$ cat src/rtl/anc_seq_pkg.sv
// Shared types and constants for the ANC sample sequencer.
package anc_seq_pkg;

  // Signed 16-bit sample / step-size word.
  typedef logic signed [15:0] sample_t;

  // Core-side sequencing states.
  typedef enum logic [1:0] {
    ST_IDLE  = 2'd0,
    ST_ISSUE = 2'd1,
    ST_WAIT  = 2'd2
  } seq_state_t;

  localparam sample_t MU_ZERO = 16'sd0;

endpackage

$ cat src/rtl/anc_mu_ramp.sv
// LMS step-size generator: soft-start ramp towards a clamped target, freeze to 0.
module anc_mu_ramp
  import anc_seq_pkg::*;
#(
  parameter int MU_STEP = 16
) (
  input  logic    i_clk,
  input  logic    i_rst_n,
  input  logic    i_update,
  input  logic    i_adapt_en,
  input  sample_t i_mu_target,
  output sample_t o_mu_next
);

  sample_t     r_mu;
  sample_t     w_mu_next;
  logic [16:0] w_tgt;
  logic [16:0] w_sum;

  // Next step size: 0 when frozen, else min(mu + step, max(target, 0)).
  // r_mu never goes negative, so a 17-bit unsigned sum cannot wrap.
  always_comb begin
    w_tgt = i_mu_target[15] ? 17'd0 : {1'b0, i_mu_target};
    w_sum = {1'b0, r_mu} + 17'(MU_STEP);
    if (!i_adapt_en) begin
      w_mu_next = MU_ZERO;
    end else if (w_sum > w_tgt) begin
      w_mu_next = sample_t'(w_tgt[15:0]);
    end else begin
      w_mu_next = sample_t'(w_sum[15:0]);
    end
  end

  // Step-size register, advanced only when a sample is issued.
  always_ff @(posedge i_clk or negedge i_rst_n) begin
    if (!i_rst_n) begin
      r_mu <= MU_ZERO;
    end else if (i_update) begin
      r_mu <= w_mu_next;
    end
  end

  assign o_mu_next = w_mu_next;

endmodule

$ cat src/rtl/anc_sample_sequencer.sv
// Core-side sequencer: buffers one sample set, issues it to the ANC core,
// waits (with watchdog) for the filter output and returns it to the DAC side.
module anc_sample_sequencer
  import anc_seq_pkg::*;
#(
  parameter int TIMEOUT = 2048,
  parameter int TMR_W   = 12,
  parameter int MU_STEP = 16,
  parameter int CNT_W   = 8
) (
  input  logic             i_clk,
  input  logic             i_rst_n,
  input  logic             i_smp_valid,
  input  sample_t          i_smp_e,
  input  sample_t          i_smp_x,
  input  sample_t          i_smp_a,
  input  logic             i_adapt_en,
  input  sample_t          i_mu_target,
  input  logic             i_clr_err,
  input  logic             i_core_ready,
  output logic             o_core_in_valid,
  output sample_t          o_core_e,
  output sample_t          o_core_x,
  output sample_t          o_core_a,
  output sample_t          o_core_u,
  input  sample_t          i_core_out_sample,
  input  logic             i_core_out_valid,
  output sample_t          o_dac_sample,
  output logic             o_dac_valid,
  output logic             o_busy,
  output logic [CNT_W-1:0] o_overrun_cnt,
  output logic             o_err_overrun,
  output logic             o_err_timeout,
  output logic             o_err_stray
);

  seq_state_t       r_state;
  seq_state_t       w_state_next;
  logic             r_pend;
  sample_t          r_pend_e, r_pend_x, r_pend_a;
  logic [TMR_W-1:0] r_timer;
  logic             r_core_in_valid;
  sample_t          r_core_e, r_core_x, r_core_a, r_core_u;
  sample_t          r_dac_sample;
  logic             r_dac_valid;
  logic [CNT_W-1:0] r_ovr_cnt;
  logic             r_err_overrun, r_err_timeout, r_err_stray;

  logic             w_drain;
  logic             w_done_ok;
  logic             w_done_tmo;
  logic             w_stray;
  logic             w_overrun;
  sample_t          w_mu_next;

  anc_mu_ramp #(
    .MU_STEP (MU_STEP)
  ) u_mu_ramp (
    .i_clk       (i_clk),
    .i_rst_n     (i_rst_n),
    .i_update    (w_drain),
    .i_adapt_en  (i_adapt_en),
    .i_mu_target (i_mu_target),
    .o_mu_next   (w_mu_next)
  );

  // A new sample is dropped only if the buffer is full and not emptying now.
  assign w_overrun = i_smp_valid && r_pend && !w_drain;

  // FSM state register.
  always_ff @(posedge i_clk or negedge i_rst_n) begin
    if (!i_rst_n) begin
      r_state <= ST_IDLE;
    end else begin
      r_state <= w_state_next;
    end
  end

  // Next-state and event decode; core_ready matters only while idle.
  always_comb begin
    w_state_next = r_state;
    w_drain      = 1'b0;
    w_done_ok    = 1'b0;
    w_done_tmo   = 1'b0;
    w_stray      = 1'b0;
    case (r_state)
      ST_IDLE: begin
        w_stray = i_core_out_valid;
        if (r_pend && i_core_ready) begin
          w_drain      = 1'b1;
          w_state_next = ST_ISSUE;
        end
      end
      ST_ISSUE: begin
        w_stray      = i_core_out_valid;
        w_state_next = ST_WAIT;
      end
      ST_WAIT: begin
        // A response on the last watchdog cycle still counts as completion.
        if (i_core_out_valid) begin
          w_done_ok    = 1'b1;
          w_state_next = ST_IDLE;
        end else if (r_timer == TMR_W'(TIMEOUT - 1)) begin
          w_done_tmo   = 1'b1;
          w_state_next = ST_IDLE;
        end
      end
      default: w_state_next = ST_IDLE;
    endcase
  end

  // Depth-1 pending buffer; a drain and a new load may share an edge.
  always_ff @(posedge i_clk or negedge i_rst_n) begin
    if (!i_rst_n) begin
      r_pend   <= 1'b0;
      r_pend_e <= MU_ZERO;
      r_pend_x <= MU_ZERO;
      r_pend_a <= MU_ZERO;
    end else if (i_smp_valid && (!r_pend || w_drain)) begin
      r_pend   <= 1'b1;
      r_pend_e <= i_smp_e;
      r_pend_x <= i_smp_x;
      r_pend_a <= i_smp_a;
    end else if (w_drain) begin
      r_pend <= 1'b0;
    end
  end

  // Issue path: operands and step size latched as the buffer drains.
  always_ff @(posedge i_clk or negedge i_rst_n) begin
    if (!i_rst_n) begin
      r_core_in_valid <= 1'b0;
      r_core_e        <= MU_ZERO;
      r_core_x        <= MU_ZERO;
      r_core_a        <= MU_ZERO;
      r_core_u        <= MU_ZERO;
    end else begin
      r_core_in_valid <= w_drain;
      if (w_drain) begin
        r_core_e <= r_pend_e;
        r_core_x <= r_pend_x;
        r_core_a <= r_pend_a;
        r_core_u <= w_mu_next;
      end
    end
  end

  // Completion watchdog: cleared in ISSUE, counts cycles spent in WAIT.
  always_ff @(posedge i_clk or negedge i_rst_n) begin
    if (!i_rst_n) begin
      r_timer <= '0;
    end else if (r_state == ST_ISSUE) begin
      r_timer <= '0;
    end else if (r_state == ST_WAIT) begin
      r_timer <= r_timer + 1'b1;
    end
  end

  // DAC return: new data on completion, held data on timeout.
  always_ff @(posedge i_clk or negedge i_rst_n) begin
    if (!i_rst_n) begin
      r_dac_sample <= MU_ZERO;
      r_dac_valid  <= 1'b0;
    end else begin
      r_dac_valid <= w_done_ok || w_done_tmo;
      if (w_done_ok) begin
        r_dac_sample <= i_core_out_sample;
      end
    end
  end

  // Sticky status; a set event in the same cycle as clr_err takes priority.
  always_ff @(posedge i_clk or negedge i_rst_n) begin
    if (!i_rst_n) begin
      r_ovr_cnt     <= '0;
      r_err_overrun <= 1'b0;
      r_err_timeout <= 1'b0;
      r_err_stray   <= 1'b0;
    end else begin
      if (i_clr_err) begin
        r_ovr_cnt     <= '0;
        r_err_overrun <= 1'b0;
        r_err_timeout <= 1'b0;
        r_err_stray   <= 1'b0;
      end
      if (w_overrun) begin
        r_err_overrun <= 1'b1;
        if (i_clr_err) begin
          r_ovr_cnt <= CNT_W'(1);
        end else if (r_ovr_cnt != '1) begin
          r_ovr_cnt <= r_ovr_cnt + 1'b1;
        end
      end
      if (w_done_tmo) begin
        r_err_timeout <= 1'b1;
      end
      if (w_stray) begin
        r_err_stray <= 1'b1;
      end
    end
  end

  assign o_core_in_valid = r_core_in_valid;
  assign o_core_e        = r_core_e;
  assign o_core_x        = r_core_x;
  assign o_core_a        = r_core_a;
  assign o_core_u        = r_core_u;
  assign o_dac_sample    = r_dac_sample;
  assign o_dac_valid     = r_dac_valid;
  assign o_busy          = (r_state != ST_IDLE);
  assign o_overrun_cnt   = r_ovr_cnt;
  assign o_err_overrun   = r_err_overrun;
  assign o_err_timeout   = r_err_timeout;
  assign o_err_stray     = r_err_stray;

endmodule

$ cat config.mk
export PLATFORM = sky130hd
export DESIGN_NAME = anc_sample_sequencer
export DESIGN_NICKNAME = d
export VERILOG_FILES = /design/src/rtl/anc_seq_pkg.sv /design/src/rtl/anc_mu_ramp.sv /design/src/rtl/anc_sample_sequencer.sv
export SDC_FILE = /design/constraint.sdc
export NUM_CORES = 1
export LEC_CHECK = 0
export CAP_MARGIN = 20
export CORE_ASPECT_RATIO = 1.1
export CORE_MARGIN = 3
export CORE_UTILIZATION = 49
export DETAILED_ROUTE_END_ITERATION = 7
export GPL_ROUTABILITY_DRIVEN = 0
export PLACE_DENSITY = 0.8
export SLEW_MARGIN = 10
export SYNTH_ARGS = -nofsm -noshare
export SYNTH_HDL_FRONTEND = slang
export SYNTH_SLANG_ARGS = --single-unit
$ cat constraint.sdc
create_clock -name i_clk -period 3.4 [get_ports i_clk]
set_input_delay 0.68 -clock i_clk [delete_from_list [all_inputs] [get_ports i_clk]]
set_output_delay 0.68 -clock i_clk [all_outputs]
set_load 0.02 [all_outputs]
* Word-level counts from Yosys, hierarchy flattened
Index checks and enable logic that the tools add are counted.
** Cells by class
- Add/sub/neg operators :: 3
- Order comparisons :: 1
- Equality and inequality tests :: 6
- Mux-type cells :: 27
- Reductions and logical operators :: 17
** Operators with widths (number)
- 2-to-1 mux 16 bit :: 2
- 2-to-1 mux 8 bit :: 4
- 2-to-1 mux 12 bit :: 2
- adder 16 x 5 -> 17 bit, second input constant :: 1
- greater-than comparator 17 bit :: 1
- 2-to-1 mux 15 bit :: 1
- 2-to-1 mux 1 bit :: 14
- adder 12 x 1 -> 12 bit, second input constant :: 1
- equality test 12 x 11 -> 1 bit, second input constant :: 1
- nonzero test 2 bit :: 6
- adder 8 x 1 -> 8 bit, second input constant :: 1
- != test 8 bit, second input constant :: 1
- 2-to-1 mux 2 bit :: 3
- one-hot mux 2 bit (3 select lines) :: 1
- logical AND 1 bit :: 4
- != test 3 bit, second input constant :: 1
- equality test 2 x 1 -> 1 bit, second input constant :: 1
- equality test 2 bit, second input constant :: 1
- zero test 1 bit :: 2
- zero test 2 bit :: 1
- logical OR 1 bit :: 2
- != test 2 bit, second input constant :: 1
- AND reduction 2 bit :: 1
- OR reduction 2 bit :: 1
** Storage, ports and cells
- Register bits after elaboration :: 156
- Bits of input ports :: 87
- Output and inout bits :: 94
- Word-level logic and storage cells :: 71

* Logic depth before layout (Yosys ltp)
Gate-level depths: netlist of the first run.
- Word-level depth :: 6
- Gate-level depth with buffers :: 14
- Gate-level depth less buffers :: 13

* By module
A second synthesis of the first run with hierarchy kept.
** Unflattened totals
- Cells, all modules :: 649
- Area total of the unflattened synthesis :: 8167.8 um2
** Modules (own cells, without submodules)
- anc_sample_sequencer :: instances 1, cells an instance 417, area each 6328.6 um2, seq. area each 3903.7 um2
- anc_mu_ramp :: instances 1, cells an instance 232, area each 1839.3 um2, seq. area each 400.4 um2

* Least setup slack after synthesis of the first run
OpenSTA, ideal clock, no wires.
- Path type :: reg2reg
- From :: register, netlist name o_core_u[5]
- To :: register r_core_u[10], in the netlist o_core_u[10]
- Setup time :: 83 ps
- Arrival time :: 2992 ps
- Required time :: 3317 ps
- Path slack :: 326 ps
- Cell stages (with the launch flop) :: 14
- Path buffers :: 1
- Period minus slack after synthesis :: 3074 ps
- Path through :: dfrtp_1 -> ha_1 -> nand3_1 -> or2_2 -> nand2_1 -> nand2_1 -> ha_1 -> a21oi_1 -> o21ai_0 -> o311a_1 -> o21ai_2 -> buf_6 -> mux2_2 -> o22ai_1
** RTL lines
- to (signal assigned) :: RTL line anc_sample_sequencer.sv:143 : r_core_u <= w_mu_next;
- to (decl) :: RTL line anc_sample_sequencer.sv:43 : sample_t r_core_e, r_core_x, r_core_a, r_core_u;

* Final worst setup path of the first run
- From :: input i_mu_target[15]
- To :: register r_core_u[6], in the netlist o_core_u[6]
** Between the ends
- Word-level cells in the longest chain between the ends :: 4
** Ends and longest elaborated chain
- from (decl) :: RTL line anc_sample_sequencer.sv:18 : input sample_t i_mu_target,
- 2-to-1 mux 15 bit (*) :: RTL line anc_mu_ramp.sv:23 : w_tgt = i_mu_target[15] ? 17'd0 : {1'b0, i_mu_target};
- greater-than comparator 17 bit :: RTL line anc_mu_ramp.sv:27 : end else if (w_sum > w_tgt) begin
- 2-to-1 mux 16 bit (*) :: RTL line anc_mu_ramp.sv:27
- 2-to-1 mux 16 bit (*) :: RTL line anc_mu_ramp.sv:25 : if (!i_adapt_en) begin
Every way passes the cells marked *; elsewhere a longest branch is shown, timed or not.
A chain may end at the register's enable or synchronous reset.

==> flow_summary.json, run 1 <==
{
  "ys.flop_type": "dfrtp_1",
  "cp_max_fo": 12,
  "whs_ps": 294,
  "cts_made_buffers": 17,
  "track_usage_pct": 23.3,
  "ys_seq_area_share_pct": 55.9,
  "drtIter0Drc": 348,
  "grt_pass1_vias": 6046,
  "cp-end-kind": "flip-flop",
  "die_h_um": 131,
  "start_util_pct": 50.4,
  "clock-skew-final_ps": 14.2,
  "ios": 181,
  "finalPower_mw": 9.29,
  "layout_commonest_cell": "clkdlybuf4s50_1",
  "post-route-period-util_pct": 93.6,
  "cts_tree": "built",
  "irDropWorstVdd_v": 0.000619,
  "core.rowCount": 45,
  "wl_per_cell_um": 16.7,
  "finalHoldViolCount": 0,
  "core_area_um2": 13900,
  "n_fill_cell": 1048,
  "syn_inst": 662,
  "multi_input_area_um2": 2890,
  "ys_types": 40,
  "ys_ff_latch": 156,
  "cts_root_buf": "clkbuf_16",
  "final.setup.worst_slack_ps": 217,
  "post-place-ws_ps": -164,
  "grt_pass1_wl_um": 29500,
  "startpoint_type": "primary input",
  "arrival_ps": 3500,
  "detail-route-antenna-nets": 0,
  "setup-tns-final_ps": 0,
  "final_cell_mix": "clkdlybuf4s50_1, nand2_1, dfrtp_1, mux2_2, nand3_1",
  "cts_max_level": 4,
  "nets": 958,
  "viasPerCell": 5.28,
  "synth_fp_nets": 771,
  "die_x_um": 120,
  "final-seq-area_um2": 3910,
  "num_vias": 5534,
  "slew_headroom_pct": 51.2,
  "clk_latency_ps": 420,
  "synth.avg_cell_area_um2": 10.5,
  "rsz0062_at_grt": "false",
  "io_buffers": 180,
  "dp_hpwl_um": 12400,
  "finalSetupViolCount": 0,
  "critical_path_class": "primary input to flip-flop",
  "fmax_mhz": 314,
  "tightestPinTransition_ps": 731,
  "ys_warn_count": 0,
  "clk_pin_slew_ps": 60,
  "firstDrtPassIters": 5,
  "dpl.cell_count": 1018,
  "drive_above_1_share_pct": 14.6,
  "max_cap_viol_count": 0,
  "grt_max_degree": 81,
  "power.density_nw_per_um2": 954,
  "area_growth_syn_to_layout_pct": 39.5,
  "cts_setup_buffers": 0,
  "netlist_area_um2": 6980,
  "clk_path_buf_depth": 2,
  "grt_overflow": 0,
  "min_period_ps": 3180,
  "critPathRequiredTime_ps": 3720,
  "slew_violations": 0,
  "routed_wirelength_um": 17500,
  "min_path_type": "primary input to async pin",
  "p_leak_nw": 4.39,
  "synth-edff-count": 0,
  "antenna_cells": 0,
  "final_cells": 1049,
  "status": "completed",
  "async_reset_ff_share_pct": 100,
  "clock_sinks": 156,
  "antenna_found_initial": 0,
  "drc_errors": 0,
  "die_area_um2": 15700
}
## power breakdown
part	switching (mW)	internal, mW	leakage (nW)	total (mW)
Clock	0.729	1.37	0.314	2.10
Sequential	0.541	2.68	1.92	3.22
Combinational	2.03	1.93	2.15	3.97
Total	3.30	5.98	4.39	9.29
## flip-flops by register name, indices dropped and copies added, names as in the netlist, 16 cells and up
name,flops
o_core_x,16
r_pend_x,16
o_core_a,16
o_dac_sample,16
o_core_u,16
r_pend_e,16
r_pend_a,16
o_core_e,16
## worst max-delay path: stages
cell and delay [ps]:
clkdlybuf4s50_1 610, buf_4 250, nand2b_1 150, ha_1 300, a21oi_1 170, o21ai_0 130, o311a_1 330, o21ai_2 220
buf_12 170, mux2_2 320, o21ai_0 160
## through the flow
step                      utilization [%]  instance area (µm²)
after floorplan                         -                 6980
after global placement               65.6                 9080
after detailed placement             65.6                 9080
after CTS                            70.3                 9730
after global routing                 70.3                 9740
final                                70.3                 9740
## final timing paths
kind,from,end,slack (ps),cells past startpoint
setup / recovery,i_mu_target[15],o_core_u[6],220,11
setup reg to reg,o_core_u[5],o_core_u[6],280,13
hold reg to reg,r_pend_x[11],o_core_x[11],460,2
max in group asynchronous,i_rst_n,o_dac_sample[7],2350,2
min in group i_clk,r_pend_x[11],o_core_x[11],460,2
hold / removal,i_rst_n,o_overrun_cnt[0],290,1
## metal layers
metal	wire, µm	part of all wire, %	global-route usage (%)
met2	8900	51	40.0
met5	0	0	0
met1	6870	39	26.9
met3	1380	7.9	7.96
met4	357	2.0	8.78
## final cells by class
| type | count | area share (%) |
|---|---|---|
| Tap cell | 188 | 2.42 |
| Inverter | 23 | 0.887 |
| Clock inverter | 11 | 2.21 |
| Timing Repair Buffer | 195 | 20.2 |
| Clock buffer | 20 | 4.48 |
| Sequential cell | 156 | 40.1 |
| Multi-Input combinational cell | 456 | 29.7 |
## synthesized netlist by cell type, drive strengths merged, types with 7 or more instances
cell type	number	area, µm²
a21oi	15	75.1
a31oi	7	43.8
clkbuf	23	86.3
dfrtp	156	3900
ha	22	275
inv	23	86.3
mux2	72	811
nand2	172	646
nand2b	19	119
nand3	30	150
nand4	9	62.6
nor2	23	86.3
nor3	7	35.0
o21ai	17	92.6
o22ai	9	56.3
xnor2	8	70.1
## cells by family after synthesis
| logic type | synth area share, % |
|---|---|
| AO/OA/AOI/OAI | 5.02 |
| XOR/XNOR | 1.63 |
| adder cells (fa/ha/maj) | 3.94 |
| buffers and inverters | 2.80 |
| flip-flops | 55.9 |
| multiplexers | 12.3 |
| AND/OR/NAND/NOR | 18.4 |
## timing repair
item,CTS,global route
endpoints found under the hold margin,0,0
setup endpoints to repair,0,5
hold buffers,0,0
gates resized for setup,0,2
(Power assumes the default switching activity.)
==> run 2, diff against run 1 <==
--- a/config.mk
+++ b/config.mk
@@ -9,9 +9,10 @@
 export CORE_ASPECT_RATIO = 1.1
 export CORE_MARGIN = 3
 export CORE_UTILIZATION = 49
+export CTS_CLUSTER_SIZE = 20
 export DETAILED_ROUTE_END_ITERATION = 7
-export GPL_ROUTABILITY_DRIVEN = 0
 export PLACE_DENSITY = 0.8
+export SKIP_CTS_REPAIR_TIMING = 1
 export SLEW_MARGIN = 10
 export SYNTH_ARGS = -nofsm -noshare
 export SYNTH_HDL_FRONTEND = slang
==> run 2 against run 1 <==
Worst setup slack better by 32 ps. Critical path type is now flip-flop to flip-flop. Non-clock buffer count is 1 lower. Highest routed layer unchanged. Design area is 0.93% lower.
==> flow_summary.json, run 2 (synthesis results as in run 1) <==
{
  "clk_path_buf_depth": 2,
  "tightestPinTransition_ps": 865,
  "clock_sinks": 156,
  "critPathRequiredTime_ps": 3730,
  "firstDrtPassIters": 5,
  "layout_commonest_cell": "clkdlybuf4s50_1",
  "startpoint_type": "flip-flop",
  "grt_pass1_wl_um": 28900,
  "grt_overflow": 0,
  "r2r_end": "o_core_u[5]",
  "post-place-ws_ps": -10.9,
  "finalPower_mw": 9.04,
  "cp_cell_sequence": "ha_2, nand3_1, or2_2, nand2_1, nand2_1, ha_1, a21oi_1, o21ai_0, o311a_1, o21ai_2, buf_12, mux2_2, o21ai_0",
  "viasPerCell": 5.23,
  "fmax_mhz": 317,
  "grt_pass1_vias": 5869,
  "drive_above_1_share_pct": 14.8,
  "ff2ff_path_depth": 13,
  "power.density_nw_per_um2": 937,
  "cts_root_buf": "clkbuf_16",
  "clock-skew-final_ps": 13.9,
  "die_h_um": 131,
  "slew_headroom_pct": 42.3,
  "wl_per_cell_um": 16.6,
  "clk_pin_slew_ps": 60,
  "core.rowCount": 45,
  "cpMaxStageDelayCell": "dfrtp_1",
  "final_cell_mix": "clkdlybuf4s50_1, nand2_1, dfrtp_1, mux2_2, nand3_1",
  "post-route-period-util_pct": 92.7,
  "irDropWorstVdd_v": 0.000543,
  "finalHoldViolCount": 0,
  "antenna_found_initial": 0,
  "clk_latency_ps": 420,
  "p_leak_nw": 4.33,
  "start_util_pct": 50.4,
  "drtIter0Drc": 296,
  "die_x_um": 120,
  "arrival_ps": 3480,
  "min_path_type": "primary input to async pin",
  "nets": 957,
  "grt_max_degree": 97,
  "slowest_delay_ps": 450,
  "drc_errors": 0,
  "track_usage_pct": 22.9,
  "die_area_um2": 15700,
  "cp-end-kind": "flip-flop",
  "core_area_um2": 13900,
  "cp_max_fo": 14,
  "critical_path_class": "flip-flop to flip-flop",
  "routabilityCongestion": 0.898,
  "dp_hpwl_um": 12400,
  "cts_tree": "built",
  "final.setup.worst_slack_ps": 249,
  "max_cap_viol_count": 0,
  "ios": 181,
  "cts_max_level": 4,
  "slew_violations": 0,
  "routed_wirelength_um": 17400,
  "cts_made_buffers": 17,
  "r2r_slack_ps": 250,
  "min_period_ps": 3150,
  "n_fill_cell": 1047,
  "num_vias": 5486,
  "finalSetupViolCount": 0,
  "io_buffers": 180,
  "area_growth_syn_to_layout_pct": 38.2,
  "detail-route-antenna-nets": 0,
  "status": "completed",
  "rsz0062_at_grt": "false",
  "r2r-start": "o_core_u[5]",
  "antenna_cells": 0
}
run 2: cell types whose count changed in the layout (fill, tap and decap cells not counted), sizes merged:
cell      change
bufinv        -3
clkinvlp      +5
buf           -1
inv           +1
clkbuf        -3
run 2: worst max-delay path by stage:
stage,cells past startpoint,slack [ps],end,from
after CTS,13,210,o_core_u[5],o_core_u[5]
after global placement,12,90,o_core_u[6],i_mu_target[15]
after floorplan,13,330,o_core_u[10],o_core_u[5]
after detailed placement,12,-10,o_core_u[5],i_mu_target[15]
after global routing,13,30,o_core_u[5],o_core_u[5]
final,13,250,o_core_u[5],o_core_u[5]
run 2: cell type report:
class | count | area, µm² | area share [%]
Tap cell | 188 | 235 | 2.44
Clock buffer | 17 | 425 | 4.41
Multi-Input combinational cell | 456 | 2890 | 30.0
Sequential cell | 156 | 3900 | 40.5
Inverter | 23 | 86.3 | 0.895
Timing Repair Buffer | 194 | 1930 | 20.0
Clock inverter | 14 | 170 | 1.76
run 2: worst max-delay path, delay by kind of cell (launching register included):
kind                       cells  cell delay (ps)
buffers and inverters          1              170
AOI/OAI and AO/OA              5             1010
adders and majority gates      2              580
DFF                            1              450
muxes                          1              330
and+or+nand+nor                4              540
run 2: power breakdown:
part	switching (mW)	internal [mW]
combinational	2.02	1.89
sequential	0.535	2.67
clock	0.767	1.15
run 2: through the flow:
| step | setup TNS [ps] | std cells | area (µm²) | hold slack (ps) | util, % |
|---|---|---|---|---|---|
| 2_1_floorplan | 0 | 662 | 6980 | 384 | - |
| 3_3_place_gp | 0 | 1017 | 9050 | 441 | 65.3 |
| 3_5_place_dp | -10.9 | 1017 | 9050 | 451 | 65.3 |
| 4_1_cts | 0 | 1048 | 9640 | 366 | 69.6 |
| 5_1_grt | 0 | 1048 | 9650 | 399 | 69.6 |
| 6_report | 0 | 1048 | 9650 | 325 | 69.6 |
run 2: routing by layer:
| metal | GRT usage [%] | vias up | share of wire, % |
|---|---|---|---|
| li1 | - | 2610 | - |
| met1 | 27.1 | 2666 | 39 |
| met2 | 38.3 | 187 | 50 |
| met3 | 8.70 | 23 | 9.6 |
| met4 | 8.08 | 0 | 1.6 |
| met5 | 0 | - | 0 |
==> run 3, diff against run 2 <==
--- a/config.mk
+++ b/config.mk
@@ -7,7 +7,7 @@
 export LEC_CHECK = 0
 export CAP_MARGIN = 20
 export CORE_ASPECT_RATIO = 1.1
-export CORE_MARGIN = 3
+export CORE_MARGIN = 1
 export CORE_UTILIZATION = 49
 export CTS_CLUSTER_SIZE = 20
 export DETAILED_ROUTE_END_ITERATION = 7
==> run 3 against run 2 <==
First-iteration DRC count increased by 2.7%. Die area decreased by 6.3%. Critical path depth decreased by 2. Total power increased by 1.1%. Global-route usage increased by 1.8 points. Final cell count about the same.
==> flow_summary.json, run 3 (synthesis results as in run 1) <==
{
  "die_x_um": 116,
  "slew_violations": 0,
  "finalHoldViolCount": 0,
  "antenna_cells": 0,
  "track_usage_pct": 24.7,
  "tightestPinTransition_ps": 659,
  "finalPower_mw": 9.15,
  "p_clk_share_pct": 22.1,
  "path_buf_inv": 2,
  "clk_latency_ps": 420,
  "cp_max_fo": 22,
  "layout_commonest_cell": "clkdlybuf4s50_1",
  "arrival_ps": 3520,
  "firstDrtPassIters": 4,
  "final_cell_mix": "clkdlybuf4s50_1, nand2_1, dfrtp_1, mux2_2, nand3_1",
  "viasPerCell": 5.32,
  "post-place-ws_ps": -161,
  "die_area_um2": 14700,
  "drtIter0Drc": 304,
  "cts_root_buf": "clkbuf_16",
  "start_util_pct": 50.4,
  "cp_cell_sequence": "clkdlybuf4s50_1, nand2b_1, ha_1, nor2b_1, o21bai_1, a31oi_1, o311a_1, o21ai_2, buf_12, mux2_2, o21ai_0",
  "routed_wirelength_um": 17300,
  "nets": 957,
  "grt_pass1_wl_um": 27900,
  "grt_overflow": 0,
  "p_leak_nw": 4.36,
  "grt_pass1_vias": 5879,
  "core_area_um2": 13900,
  "fmax_mhz": 314,
  "crit_family": "compound AO/OA/AOI/OAI gates",
  "detail-route-antenna-nets": 0,
  "grt_max_degree": 67,
  "cp-end-kind": "flip-flop",
  "clk_pin_slew_ps": 60,
  "power_frac_comb_pct": 42.8,
  "clock-skew-final_ps": 7.33,
  "drc_errors": 0,
  "rsz0062_at_grt": "false",
  "drive_above_1_share_pct": 14.9,
  "slowest_delay_ps": 590,
  "wl_per_cell_um": 16.5,
  "routabilityCongestion": 0.876,
  "switching_power_mw": 3.35,
  "critical_path_class": "primary input to flip-flop",
  "startpoint_type": "primary input",
  "dp_hpwl_um": 12100,
  "io_buffers": 180,
  "critPathRequiredTime_ps": 3730,
  "final_cells": 1049,
  "cts_tree": "built",
  "ios": 181,
  "clk_path_buf_depth": 2,
  "intPower_mw": 5.80,
  "n_fill_cell": 1034,
  "cpMaxStageDelayCell": "clkdlybuf4s50_1",
  "netSwitchingFraction_pct": 36.6,
  "final.setup.worst_slack_ps": 211,
  "max_cap_viol_count": 0,
  "core.rowCount": 45,
  "slew_headroom_pct": 56.0,
  "finalSetupViolCount": 0,
  "dpl.cell_count": 1017,
  "whs_ps": 238,
  "final_core_util_pct": 70.0,
  "die_h_um": 127,
  "power.density_nw_per_um2": 944,
  "antenna_found_initial": 0,
  "pwr-share-seq_pct": 35.2,
  "min_period_ps": 3190,
  "irDropWorstVdd_v": 0.000513,
  "num_vias": 5576,
  "clock_sinks": 156,
  "cts_max_level": 4,
  "area_growth_syn_to_layout_pct": 38.8,
  "min_path_type": "primary input to async pin",
  "status": "completed",
  "cts_made_buffers": 17,
  "post-route-period-util_pct": 93.8
}
-- run 3: through the flow --
step | cell area [µm²] | TNS [ps]
4_1_cts | 9690 | 0
3_3_place_gp | 9050 | -223
6_report | 9690 | 0
2_1_floorplan | 6980 | 0
5_1_grt | 9690 | 0
3_5_place_dp | 9050 | -739
-- run 3: area by class of cell --
class / count / area (µm²) / area share (%)
Inverter: 23 / 86.3 / 0.891
Clock inverter: 15 / 214 / 2.21
Multi-Input combinational cell: 456 / 2890 / 29.8
Clock buffer: 17 / 425 / 4.39
Timing Repair Buffer: 194 / 1930 / 20.0
Sequential cell: 156 / 3910 / 40.3
Tap cell: 188 / 235 / 2.43
-- run 3: final timing paths --
path | end | cells past startpoint | from | slack, ps
max | o_core_u[6] | 11 | i_mu_target[15] | 210
min | o_overrun_cnt[2] | 1 | i_rst_n | 240
max reg2reg | o_core_u[6] | 13 | o_core_u[4] | 250
min reg2reg | o_core_a[10] | 2 | r_pend_a[10] | 460
max in group asynchronous | o_dac_sample[10] | 2 | i_rst_n | 2380
min in group i_clk | o_core_a[10] | 2 | r_pend_a[10] | 460
-- run 3: worst reg2reg max path: cells and delay by family (launching register included) --
kind / cells / cell delay (ps)
DFF: 1 / 350
and+or+nand+nor: 4 / 550
AOI/OAI and AO/OA: 5 / 1040
buffers and inverters: 1 / 200
muxes: 1 / 340
adders and majority gates: 2 / 590
-- run 3: power by group through the flow --
stage          logic, mW  clock network, mW  registers, mW
6_report            3.91               2.02           3.22
3_5_place_dp        3.90                  0           3.23
4_1_cts             3.94               2.06           3.21
5_1_grt             4.24               2.14           3.31
2_1_floorplan       1.71                  0           3.69
3_3_place_gp        3.76                  0           3.16
-- run 3: metal layers --
metal	routed length (µm)	part of all wire, %	global-route usage [%]	up-vias
met2	8880	51	42.4	184
met1	6880	40	28.0	2750
met4	319	1.8	9.95	0
met5	0	0	0	-
li1	-	-	-	2614
met3	1260	7.3	8.40	28
